## src/rtl/processors_unit.sv

```systemverilog
// Alpha-composition frame engine: blends a switch-selected foreground colour over a
// generated background and streams a 400x400 frame as packed R/G/B 4-pixel words.
// Latency: GPIOEn two cycles after swInicio is sampled high, then one word per cycle (R,G,B).
// Backpressure: none; the GPIO consumer must accept every strobe as it is presented.
//
// Ports:
//   clk, rst (async, active-low)       single clock domain
//   swInicio                           frame start level
//   swIn{R,G,B}{0,25,75,100}           foreground level per channel
//   swTD{0,25,75,100}                  alpha level
//   swH/swV/swD/swP                    background select (H>V>D>P)
//   GPIO[31:0]                         4 lanes of one channel, lane 0 = pixel x
//   GPIOEnR/G/B, GPIOEn                data strobes / frame-start strobe
// Build option: define BG_PATTERN_EN to enable the checker background on swP.
// Coordinates are held in 9 bits, so WIDTH and HEIGHT must not exceed 512.
module processors_unit #(
  parameter int WIDTH  = 400,
  parameter int HEIGHT = 400
) (
  input  logic        clk,
  input  logic        rst,
  input  logic        swInicio,
  input  logic        swInR0,
  input  logic        swInR25,
  input  logic        swInR75,
  input  logic        swInR100,
  input  logic        swInG0,
  input  logic        swInG25,
  input  logic        swInG75,
  input  logic        swInG100,
  input  logic        swInB0,
  input  logic        swInB25,
  input  logic        swInB75,
  input  logic        swInB100,
  input  logic        swTD0,
  input  logic        swTD25,
  input  logic        swTD75,
  input  logic        swTD100,
  input  logic        swH,
  input  logic        swV,
  input  logic        swD,
  input  logic        swP,
  output logic [31:0] GPIO,
  output logic        GPIOEnR,
  output logic        GPIOEnG,
  output logic        GPIOEnB,
  output logic        GPIOEn
);

  typedef enum logic [2:0] {ST_IDLE, ST_START, ST_R, ST_G, ST_B, ST_DONE} state_t;
  typedef enum logic [2:0] {BG_NONE, BG_H, BG_V, BG_D, BG_P} bg_sel_t;

  // The "0" level selects produce the same value as no selection at all.
  logic unused_zero_sel;
`ifdef BG_PATTERN_EN
  assign unused_zero_sel = swInR0 | swInG0 | swInB0 | swTD0;
`else
  assign unused_zero_sel = swInR0 | swInG0 | swInB0 | swTD0 | swP;
`endif

  // Priority encoders for the level switches: {100, 75, 25}.
  function automatic logic [7:0] colour_level(input logic [2:0] s);
    logic [7:0] v;
    v = 8'd0;
    if (s[2])      v = 8'd255;
    else if (s[1]) v = 8'd191;
    else if (s[0]) v = 8'd64;
    return v;
  endfunction

  function automatic logic [8:0] alpha_level(input logic [2:0] s);
    logic [8:0] v;
    v = 9'd0;
    if (s[2])      v = 9'd256;
    else if (s[1]) v = 9'd192;
    else if (s[0]) v = 9'd64;
    return v;
  endfunction

  function automatic logic [7:0] bg_of(input logic [8:0] px, input logic [8:0] py,
                                        input bg_sel_t sel);
    logic [9:0] diag;
    logic [7:0] v;
    diag = {1'b0, px} + {1'b0, py};
    v    = 8'h00;
    case (sel)
      BG_H:    v = px[8:1];
      BG_V:    v = py[8:1];
      BG_D:    v = diag[9:2];
`ifdef BG_PATTERN_EN
      BG_P:    v = (px[5] ^ py[5]) ? 8'hff : 8'h00;
`endif
      default: v = 8'h00;
    endcase
    return v;
  endfunction

  // a*fg + (256-a)*bg is at most 256*255, so the shifted result fits 8 bits.
  function automatic logic [7:0] blend(input logic [7:0] fg, input logic [7:0] bg,
                                        input logic [8:0] a);
    logic [16:0] acc;
    acc = 17'(a) * 17'(fg) + 17'(9'd256 - a) * 17'(bg);
    return 8'(acc >> 8);
  endfunction

  state_t      state_q, state_d;
  logic [8:0]  x_q, x_d, y_q, y_d;
  logic [31:0] gpio_q, gpio_d;
  logic        en_r_q, en_r_d, en_g_q, en_g_d, en_b_q, en_b_d, en_f_q, en_f_d;
  logic [7:0]  fg_r_q, fg_r_d, fg_g_q, fg_g_d, fg_b_q, fg_b_d;
  logic [8:0]  alpha_q, alpha_d;
  bg_sel_t     bg_sel_q, bg_sel_d;

  logic [7:0]  chan_fg;
  logic [31:0] word;

  // Word for the channel being emitted this cycle, lanes x..x+3 of row y.
  always_comb begin
    word = '0;
    case (state_q)
      ST_G:    chan_fg = fg_g_q;
      ST_B:    chan_fg = fg_b_q;
      default: chan_fg = fg_r_q;
    endcase
    for (int l = 0; l < 4; l++) begin
      word[8*l +: 8] = blend(chan_fg, bg_of(x_q + 9'(l), y_q, bg_sel_q), alpha_q);
    end
  end

  always_comb begin
    state_d  = state_q;
    x_d      = x_q;
    y_d      = y_q;
    gpio_d   = gpio_q;
    en_r_d   = 1'b0;
    en_g_d   = 1'b0;
    en_b_d   = 1'b0;
    en_f_d   = 1'b0;
    fg_r_d   = fg_r_q;
    fg_g_d   = fg_g_q;
    fg_b_d   = fg_b_q;
    alpha_d  = alpha_q;
    bg_sel_d = bg_sel_q;
    case (state_q)
      ST_IDLE: begin
        if (swInicio) begin
          fg_r_d  = colour_level({swInR100, swInR75, swInR25});
          fg_g_d  = colour_level({swInG100, swInG75, swInG25});
          fg_b_d  = colour_level({swInB100, swInB75, swInB25});
          alpha_d = alpha_level({swTD100, swTD75, swTD25});
          if (swH)      bg_sel_d = BG_H;
          else if (swV) bg_sel_d = BG_V;
          else if (swD) bg_sel_d = BG_D;
`ifdef BG_PATTERN_EN
          else if (swP) bg_sel_d = BG_P;
`endif
          else          bg_sel_d = BG_NONE;
          x_d     = '0;
          y_d     = '0;
          state_d = ST_START;
        end
      end
      ST_START: begin
        en_f_d  = 1'b1;
        gpio_d  = '0;
        state_d = ST_R;
      end
      ST_R: begin
        en_r_d  = 1'b1;
        gpio_d  = word;
        state_d = ST_G;
      end
      ST_G: begin
        en_g_d  = 1'b1;
        gpio_d  = word;
        state_d = ST_B;
      end
      ST_B: begin
        en_b_d  = 1'b1;
        gpio_d  = word;
        state_d = ST_R;
        if (x_q == 9'(WIDTH - 4)) begin
          x_d = '0;
          if (y_q == 9'(HEIGHT - 1)) begin
            y_d     = '0;
            state_d = ST_DONE;
          end else begin
            y_d = y_q + 9'd1;
          end
        end else begin
          x_d = x_q + 9'd4;
        end
      end
      ST_DONE: begin
        if (!swInicio) state_d = ST_IDLE;
      end
      default: state_d = ST_IDLE;
    endcase
  end

  always_ff @(posedge clk or negedge rst) begin
    if (!rst) begin
      state_q  <= ST_IDLE;
      x_q      <= '0;
      y_q      <= '0;
      gpio_q   <= '0;
      en_r_q   <= 1'b0;
      en_g_q   <= 1'b0;
      en_b_q   <= 1'b0;
      en_f_q   <= 1'b0;
      fg_r_q   <= '0;
      fg_g_q   <= '0;
      fg_b_q   <= '0;
      alpha_q  <= '0;
      bg_sel_q <= BG_NONE;
    end else begin
      state_q  <= state_d;
      x_q      <= x_d;
      y_q      <= y_d;
      gpio_q   <= gpio_d;
      en_r_q   <= en_r_d;
      en_g_q   <= en_g_d;
      en_b_q   <= en_b_d;
      en_f_q   <= en_f_d;
      fg_r_q   <= fg_r_d;
      fg_g_q   <= fg_g_d;
      fg_b_q   <= fg_b_d;
      alpha_q  <= alpha_d;
      bg_sel_q <= bg_sel_d;
    end
  end

  assign GPIO    = gpio_q;
  assign GPIOEnR = en_r_q;
  assign GPIOEnG = en_g_q;
  assign GPIOEnB = en_b_q;
  assign GPIOEn  = en_f_q;

endmodule

```

## config.mk

```make
export PLATFORM = sky130hd
export DESIGN_NAME = processors_unit
export DESIGN_NICKNAME = d
export VERILOG_FILES = /design/src/rtl/processors_unit.sv
export SDC_FILE = /design/constraint.sdc
export NUM_CORES = 1
export LEC_CHECK = 0
export ABC_AREA = 1
export CAP_MARGIN = 0
export CORE_MARGIN = 3
export CORE_UTILIZATION = 45
export CTS_CLUSTER_DIAMETER = 30
export DETAILED_ROUTE_END_ITERATION = 6
export DONT_BUFFER_PORTS = 1
export PLACE_DENSITY = 0.67
export SLEW_MARGIN = 20
export SYNTH_ARGS = -nofsm -noshare
export SYNTH_HDL_FRONTEND = slang
export SYNTH_SLANG_ARGS = --single-unit
```

## constraint.sdc

```tcl
create_clock -name clk -period 6.74 [get_ports clk]
set_input_delay 0.337 -clock clk [delete_from_list [all_inputs] [get_ports clk]]
set_output_delay 0.337 -clock clk [all_outputs]
set_load 0.02 [all_outputs]
```

==> key figures, run 1 <==
Floorplan
  • Initial Util: 46.2%
  • I/O pins: 59
  • Die area: 26200 sq um
  • Area of the core: around 24000 sq um
  • Std-Cell Rows: 56
  • Die Y: 162 um
  • Die Wd: between 150 and 200 um

Routing
  • Initial DRT Pass Iterations: 5
  • Detailed-route via count: 9620
  • DRT antenna net count: 0
  • Drt total wl: 30.0 mm
  • Final routed DRC violation total: 0
  • WL/cell: 15.9 um
  • Iteration-0 DRC Markers: around 600
  • Via density: 5.10

Min path
  • Worst Min Path Start: swTD75
  • Hold path cells: 2
  • Hold Path Class: in -> reg
  • Min-Delay Endpoint: alpha_q[7]

Status
  • Status: complete, but fails checks
  • Failing checks: negative setup slack

Timing
  • Max-slew violation count: 0
  • Setup slack after layout: -0.243 ns
  • Final hold vios: 0
  • Slew @ Worst Pin: 0.861 ns
  • RSZ-0062 raised after global routing: true
  • Max Fclk: 143 MHz
  • Worst relative slew slack: roughly two fifths
  • Minimum clock period: between 6 and 7 ns
  • Period Utilization, post-route: 104%
  • Setup Viol. Count Final: 8
  • Skew final: 0.0142 ns
  • Setup TNS: -0.920 ns

Synth
  • Post-synthesis cell area: 10900 sq um
  • Most common library cells after synthesis: inv_1 (366), nand2_1 (289), ha_1 (129)
  • Synth area leaders: fa_1 (23%), dfrtp_1 (15%), ha_1 (15%)
  • Dominant cell type by area after synthesis: fa_1
  • Most frequent cell after synthesis: inv_1
  • Asr flop ratio synth: 100%
  • Syn avg cell area: 7.47 sq um
  • Prevailing post-synth register cell: dfrtp_1
  • Yosys warns: 0
  • Synth top area share: 22.9%
  • Seq cells post-synth: 66
  • Syn_nets: 1741
  • Synth cell types: 48
  • Post-synth EDFFs: 0
  • Post-synthesis sequential area ratio: roughly 15%
  • Cells after Synth: 1464

Critical path
  • R2R Setup Slk: -0.24 ns
  • CP max FO: 4
  • Most frequent cell on the critical path: buf_4
  • CP Data Arrival Time: approximately 7.2 ns
  • WP data required: 6.98 ns
  • Crit path buffers/inverters: 17
  • Worst path slowest cell: fa_1
  • Setup CP Type: reg -> reg
  • Worst r2r path cells: 38
  • Worst setup EP type: register
  • Crit path largest cell delay: 0.56 ns
  • Critical R2R Launch: state_q[0]
  • RR Endpoint: GPIO[13]
  • Setup crit start kind: register
  • Largest delay share family, worst path: adder cells

Clock tree
  • CTS tree: done
  • CTS root buffer: clkbuf_16
  • Num CTS Buffers: 9
  • H-tree levels: 3
  • Clock-pin slew on the worst setup and hold paths: 0.08 ns
  • Worst skew pair latency: 0.36 ns
  • CTS max path bufs: 2
  • Sink Count: 66

GRT
  • Gr ovfl total: 0
  • Number of global-route vias before repair: approximately 9500
  • All-Layer GR Usage: 23.1%
  • Largest net degree at the start of global routing: 67
  • Initial antenna violation count: 0
  • First-pass GRT wire length: 48.0 mm

Placed design
  • HPWL after DPL: approximately 23 mm
  • IO Port Bufs: 0
  • Placer congestion estimate: 0.913

Cells and area
  • Nets@finish: 1840
  • Synth-to-Final Area Change: 19.8%
  • Ant diodes: 0
  • Post-layout utilization of the core: a little under three fifths
  • Layout cells sized above 1: 18.4%

Run
  • Max-Cap Viols: 0
## layout by cell type (no fill, tap or decap), drive strengths merged, types with 3 or more instances in the layout
cell / n
inv: 381
nand2: 297
ha: 129
fa: 125
buf: 119
nor2: 113
o21ai: 75
dfrtp: 66
nand3: 64
a21oi: 56
xnor2: 19
nor3: 17
xor2: 16
nand4: 14
a22o: 12
clkbuf: 9
or2: 9
nand3b: 7
a32o: 7
o22ai: 6
o21bai: 5
a21o: 3
## worst max-delay path by stage
stage | startpoint | end | slack, ns | cells after the start
after floorplan | state_q[0] | GPIO[7] | 0.0004 | 38
after global placement | state_q[1] | GPIO[7] | -0.22 | 38
after detailed placement | state_q[1] | GPIO[7] | -0.45 | 38
after CTS | state_q[1] | GPIO[7] | -0.11 | 38
after global routing | state_q[0] | GPIO[7] | -0.54 | 37
final | state_q[0] | GPIO[13] | -0.24 | 38
## metrics by stage
stage          cells  area, sq um  hold slack [ns]  setup slack (ns)
2_1_floorplan   1464        11100           0.0414          0.000439
3_3_place_gp    1829        11900           0.0459            -0.216
3_5_place_dp    1829        11900           0.0455            -0.445
4_1_cts         1876        12800            0.109            -0.115
5_1_grt         1887        13100            0.128            -0.542
6_report        1887        13100            0.115            -0.243
## logic make-up (layout without fill, tap and decap cells)
kind of cell               count (synthesis)  after routing  share of synthesized area [%]
AOI/OAI and AO/OA                        175            175                           9.34
xor gates and xnor gates                  35             35                           2.80
adders and majority gates                254            254                           37.6
buffers and inverters                    410            514                           14.3
DFF                                       66             66                           15.1
and+or+nand+nor                          524            524                           20.8
## routing by layer
metal | track usage [%] | vias to the layer above | part of all wire [%]
li1 | - | 4683 | -
met1 | 30.1 | 4562 | 43
met2 | 39.1 | 314 | 48
met3 | 4.34 | 61 | 6.3
met4 | 7.13 | 0 | 2.5
met5 | 0 | - | 0
## timing repair
item                                    4_1_cts  5_1_grt
endpoints found under the setup margin        7       10
hold endpoints to repair                     66        0
gates resized for setup                      55       69
hold buffers                                  2        0
buffers inserted                             29       12
pin swaps                                    59       60
## state kept, by name, indices dropped and copies added, names as in the netlist, 2 cells and up
name and count:
x_q 7, fg_b_q 2, bg_sel_q 2, fg_g_q 2, state_q 3, alpha_q 3, y_q 9, GPIO 32
fg_r_q 2
## layout make-up
cell class	instances	area, sq um
Clock buffer	9	225
Multi-Input combinational cell	988	8330
Sequential cell	66	1660
Clock inverter	7	108
Tap cell	319	399
Fill cell	2162	10600
Inverter	378	1430
Timing Repair Buffer	120	953
Power of run 1 is left out: the tool's default activity adds up to more than one toggle a clock period on the data nets, which glitch-free logic cannot reach.
==> inputs of run 2 (changes only) <==
- CORE_ASPECT_RATIO: default -> 1.75
==> run 2 against run 1 <==
The flow still finishes with violations (negative setup slack). Clock-buffer cell count unchanged. Cell area shrank 0.54%. Global-route usage increased by 1.4 points. Via count increased by 0.15%. Critical path type unchanged. Largest cell class unchanged. Highest routed layer unchanged.
==> key figures, run 2 (synthesized netlist as in run 1, its figures left out) <==
Floorplan
  • Area of the core: 23600 sq um (-0.31%)
  • I/O pins: 59 (unchanged)
  • Die Wd: 124 um (-24%)
  • Die area: 26300 sq um (+0.28%)
  • Initial Util: 46.3% (+0.14 points)
  • Die Y: 212 um (+31%)
  • Std-Cell Rows: 74 (+32%)

Timing
  • Setup Viol. Count Final: 1 (-7)
  • Skew final: 0.0173 ns (+0.00302 ns)
  • Slew @ Worst Pin: 0.659 ns (-0.202 ns)
  • Setup TNS: -0.0519 ns (+0.868 ns)
  • Max Fclk: 147 MHz (+2.8%)
  • Minimum clock period: 6.79 ns (-0.191 ns)
  • Final hold vios: 0 (unchanged)
  • Worst relative slew slack: 55.9% (+14 points)
  • RSZ-0062 raised after global routing: true
  • Period Utilization, post-route: 101% (-2.8 points)
  • Max-slew violation count: 0 (unchanged)
  • Setup slack after layout: -0.0519 ns (+0.191 ns)

GRT
  • Number of global-route vias before repair: 10000 (+5.2%)
  • Gr busiest metal: met2
  • Grt met1 use: 24.9% (-5.2 points)
  • Initial antenna violation count: 0 (unchanged)
  • First-pass GRT wire length: 49.5 mm (+3.2%)
  • Gr ovfl total: 0 (unchanged)
  • All-Layer GR Usage: 24.5% (+1.4 points)
  • Largest net degree at the start of global routing: 67 (unchanged)
  • Met2 usage: 46.2% (+7.1 points)
  • Met3 usage: 3.75% (-0.58 points)

Cells and area
  • Layout cells sized above 1: 18.8% (+0.47 points)
  • Largest register FFs: 32 (unchanged)
  • Synth-to-Final Area Change: 19.1%
  • Fill cell count: 2201 (+1.8%)
  • Commonest non-fill, non-tap cell in the layout: inv_1
  • Nets@finish: 1838 (-0.11%)
  • Most frequent cells in the layout: inv_1 (331), nand2_1 (275), fa_1 (120)
  • Ant diodes: 0 (unchanged)

Status
  • Status: complete, but fails checks
  • Failing checks: negative setup slack

Clock tree
  • H-tree levels: 3 (unchanged)
  • Worst skew pair latency: 0.37 ns (about the same)
  • Sink Count: 66 (unchanged)
  • Num CTS Buffers: 9 (unchanged)
  • Clock-pin slew on the worst setup and hold paths: 0.08 ns (about the same)
  • CTS tree: done
  • CTS root buffer: clkbuf_16
  • CTS max path bufs: 2 (unchanged)

Routing
  • Initial DRT Pass Iterations: 7 (+2)
  • WL/cell: 16.6 um (+4.0%)
  • Detailed-route via count: 9634 (+0.15%)
  • DRT antenna net count: 0 (unchanged)
  • Final routed DRC violation total: 0 (unchanged)
  • Via density: 5.15 (+1.1%)
  • Drt total wl: 31.0 mm (+3.1%)
  • Iteration-0 DRC Markers: 427 (-29%)

Placed design
  • IO Port Bufs: 0 (unchanged)
  • HPWL after DPL: 25.2 mm (+9.8%)
  • Placer congestion estimate: 1.00 (+9.6%)

Critical path
  • Worst setup EP type: register
  • WP data required: 7.00 ns (+0.02 ns)
  • Setup crit start kind: register
  • CP max FO: 4 (unchanged)
  • CP Data Arrival Time: 7.05 ns (-0.17 ns)
  • Most frequent cell on the critical path: nand2_1
  • Crit. Startpoint: state_q[0]
  • Worst path slowest cell: fa_1
  • Crit path largest cell delay: 0.55 ns (about the same)
  • Setup CP Type: reg -> reg
  • Critical R2R Launch: state_q[0]

Min path
  • Worst Min Path Start: swTD75
  • Hold Path Class: in -> reg

Run
  • Max-Cap Viols: 0 (unchanged)
-- run 2: final timing paths --
check,endpoint,slack [ns],cells past startpoint
worst min register to register,fg_b_q[5],0.50,2
worst max register to register,GPIO[7],-0.05,38
worst max-delay path,GPIO[7],-0.05,38
min in group asynchronous,GPIO[19],0.47,2
worst min-delay path,alpha_q[7],0.09,2
max in group asynchronous,fg_g_q[6],5.89,2
-- run 2: critical path: cells and delay by family (launching register included) --
family | cells | cell delay, ns
adder cells (fa/ha/maj) | 10 | 3.76
AND/OR/NAND/NOR | 17 | 1.40
buffers and inverters | 9 | 0.66
flip-flops | 1 | 0.41
AO/OA/AOI/OAI | 1 | 0.26
XOR/XNOR | 1 | 0.20
-- run 2: area by class of cell --
type | count | area, sq um | share of cell area [%]
clock inverter | 7 | 52.6 | 0.403
clock buffer | 9 | 225 | 1.73
inverter | 378 | 1430 | 11.0
sequential | 66 | 1650 | 12.7
timing repair buffer | 118 | 927 | 7.12
tap | 304 | 380 | 2.92
multi-input combinational | 988 | 8360 | 64.2
-- run 2: repair_timing --
item / in CTS / in global routing
buffers inserted: 16 / 10
setup endpoints to repair: 6 / 9
hold endpoints to repair: 66 / 0
hold buffers: 2 / 0
resized for setup: 50 / 76
pin swaps: 64 / 95
-- run 2: metal layers --
metal	routed length (um)	part of all wire [%]
met5	0	0
met4	1930	6.2
met3	1480	4.8
met2	16800	54
met1	10700	35
-- run 2: through the flow --
step / hold slack, ns / utilization [%] / instance area (sq um) / cells / setup slack, ns
after floorplan: 0.0414 / - / 11100 / 1464 / 0.000439
after global placement: 0.0434 / 50.8 / 12000 / 1828 / -0.193
after detailed placement: 0.0435 / 50.8 / 12000 / 1828 / -0.365
after CTS: 0.0919 / 53.7 / 12700 / 1862 / -0.0406
after global routing: 0.0987 / 55.2 / 13000 / 1870 / -0.378
final: 0.0931 / 55.2 / 13000 / 1870 / -0.0519
Power of run 2 is left out for the same reason.
==> inputs of run 3 (changes only) <==
- MAX_ROUTING_LAYER: default -> met4
==> run 3 against run 2 <==
The run still ends with negative setup slack left. Cell area up 0.38%. Routed wire length is 3.0% higher. Die area is the same. Clock skew barely moved. Largest cell class unchanged.
==> key figures, run 3 (synthesized netlist as in run 1, its figures left out) <==
Timing
  • Skew final: 0.0169 ns (-0.000393 ns)
  • Hold WS: 0.104 ns (+0.0109 ns)
  • Setup slack after layout: -0.0537 ns (-0.00174 ns)
  • Worst relative slew slack: 25.5% (-30 points)
  • Slew @ Worst Pin: 1.12 ns (+0.458 ns)
  • Period Utilization, post-route: 101% (about the same)
  • Max-slew violation count: 0 (unchanged)
  • Setup Viol. Count Final: 1 (unchanged)
  • Max Fclk: 147 MHz (about the same)
  • Minimum clock period: 6.79 ns (+0.00174 ns)
  • Final hold vios: 0 (unchanged)
  • RSZ-0062 raised after global routing: true

Critical path
  • Most frequent cell on the critical path: inv_2
  • CP Data Arrival Time: 7.06 ns (about the same)
  • Worst setup EP type: register
  • Worst path slowest cell: fa_2
  • Largest delay share family, worst path: adder cells
  • CP max FO: 4 (unchanged)
  • Crit path largest cell delay: 0.59 ns (+0.04 ns)
  • Setup crit start kind: register
  • Crit path buffers/inverters: 10 (+1)
  • R2R Setup Slk: -0.05 ns (about the same)
  • Setup CP Type: reg -> reg
  • WP data required: 7.00 ns (about the same)

Clock tree
  • Worst skew pair latency: 0.38 ns (about the same)
  • CTS root buffer: clkbuf_16
  • CTS tree: done
  • Clock-pin slew on the worst setup and hold paths: 0.06 ns (-0.02 ns)
  • H-tree levels: 3 (unchanged)
  • Num CTS Buffers: 9 (unchanged)
  • CTS max path bufs: 2 (unchanged)
  • Sink Count: 66 (unchanged)

Cells and area
  • Most frequent cells in the layout: inv_1 (339), nand2_1 (277), buf_4 (124)
  • Post-layout utilization of the core: 55.4% (+0.21 points)
  • Area of the multi-input gates: 8290 sq um (-0.91%)
  • Fill cell count: 2186 (-0.68%)
  • Largest register FFs: 32 (unchanged)
  • Layout cells sized above 1: 18.5% (-0.32 points)
  • Synth-to-Final Area Change: 19.6%
  • Ant diodes: 0 (unchanged)
  • Storage cell area: 1650 sq um (about the same)
  • Commonest non-fill, non-tap cell in the layout: inv_1
  • Nets@finish: 1849 (+0.60%)

Floorplan
  • Initial Util: 46.3% (unchanged)
  • I/O pins: 59 (unchanged)
  • Std-Cell Rows: 74 (unchanged)
  • Die Wd: 124 um (unchanged)
  • Area of the core: 23600 sq um (unchanged)
  • Die Y: 212 um (unchanged)
  • Die area: 26300 sq um (unchanged)

Status
  • Status: complete, but fails checks
  • Failing checks: negative setup slack

Routing
  • Initial DRT Pass Iterations: 5 (-2)
  • Iteration-0 DRC Markers: 444 (+4.0%)
  • WL/cell: 17.0 um (+2.4%)
  • Final routed DRC violation total: 0 (unchanged)
  • Detailed-route via count: 9751 (+1.2%)
  • DRT antenna net count: 0 (unchanged)
  • Drt total wl: 31.9 mm (+3.0%)
  • Via density: 5.18 (+0.62%)

GRT
  • Number of global-route vias before repair: 10100 (+0.63%)
  • First-pass GRT wire length: 50.4 mm (+1.8%)
  • Largest net degree at the start of global routing: 67 (unchanged)
  • Initial antenna violation count: 0 (unchanged)
  • Gr ovfl total: 0 (unchanged)
  • All-Layer GR Usage: 26.0% (+1.4 points)

Placed design
  • HPWL after DPL: 25.9 mm (+3.0%)
  • Placer congestion estimate: 1.02 (+2.4%)
  • IO Port Bufs: 0 (unchanged)

Min path
  • Hold Path Class: in -> reg

Run
  • Max-Cap Viols: 0 (unchanged)
-- run 3: final timing paths --
kind                             from         end  cells after the start
min in group asynchronous         rst    GPIO[19]                      2
min reg2reg                 fg_g_q[5]   fg_g_q[5]                      2
max reg2reg                state_q[0]     GPIO[7]                     38
min                            swTD75  alpha_q[7]                      2
max                        state_q[0]     GPIO[7]                     38
max in group asynchronous         rst  state_q[0]                      2
-- run 3: stage by stage --
step                      setup TNS, ns  setup slack [ns]  instances  area [sq um]
final                           -0.0537           -0.0537       1881         13100
after global routing              -1.51            -0.388       1881         13100
after CTS                        -0.150           -0.0838       1871         12800
after detailed placement          -1.37            -0.329       1845         12100
after global placement           -0.508            -0.177       1845         12100
after floorplan                       0          0.000439       1464         11100
-- run 3: layer usage --
layer  vias to the layer above  wire length [um]  GRT usage [%]
li1                       4693                 -              -
met5                         -                 0              -
met4                         0              2290           16.5
met2                       304             17100           47.2
met3                       124              1460           3.14
met1                      4630             11100           25.5
-- run 3: repair_timing --
action,in CTS,in global routing
endpoints found under the hold margin,66,0
hold buffers,2,0
pin swaps,57,64
buffers inserted,9,10
setup endpoints to repair,7,10
resized for setup,51,62
gates cloned,0,0
-- run 3: area by class of cell --
class / count / area share (%)
Clock buffer: 10 / 1.75
Clock inverter: 6 / 0.698
Inverter: 378 / 11.0
Multi-Input combinational cell: 988 / 63.4
Sequential cell: 66 / 12.6
Tap cell: 304 / 2.91
Timing Repair Buffer: 129 / 7.66
Power of run 3 is left out for the same reason.
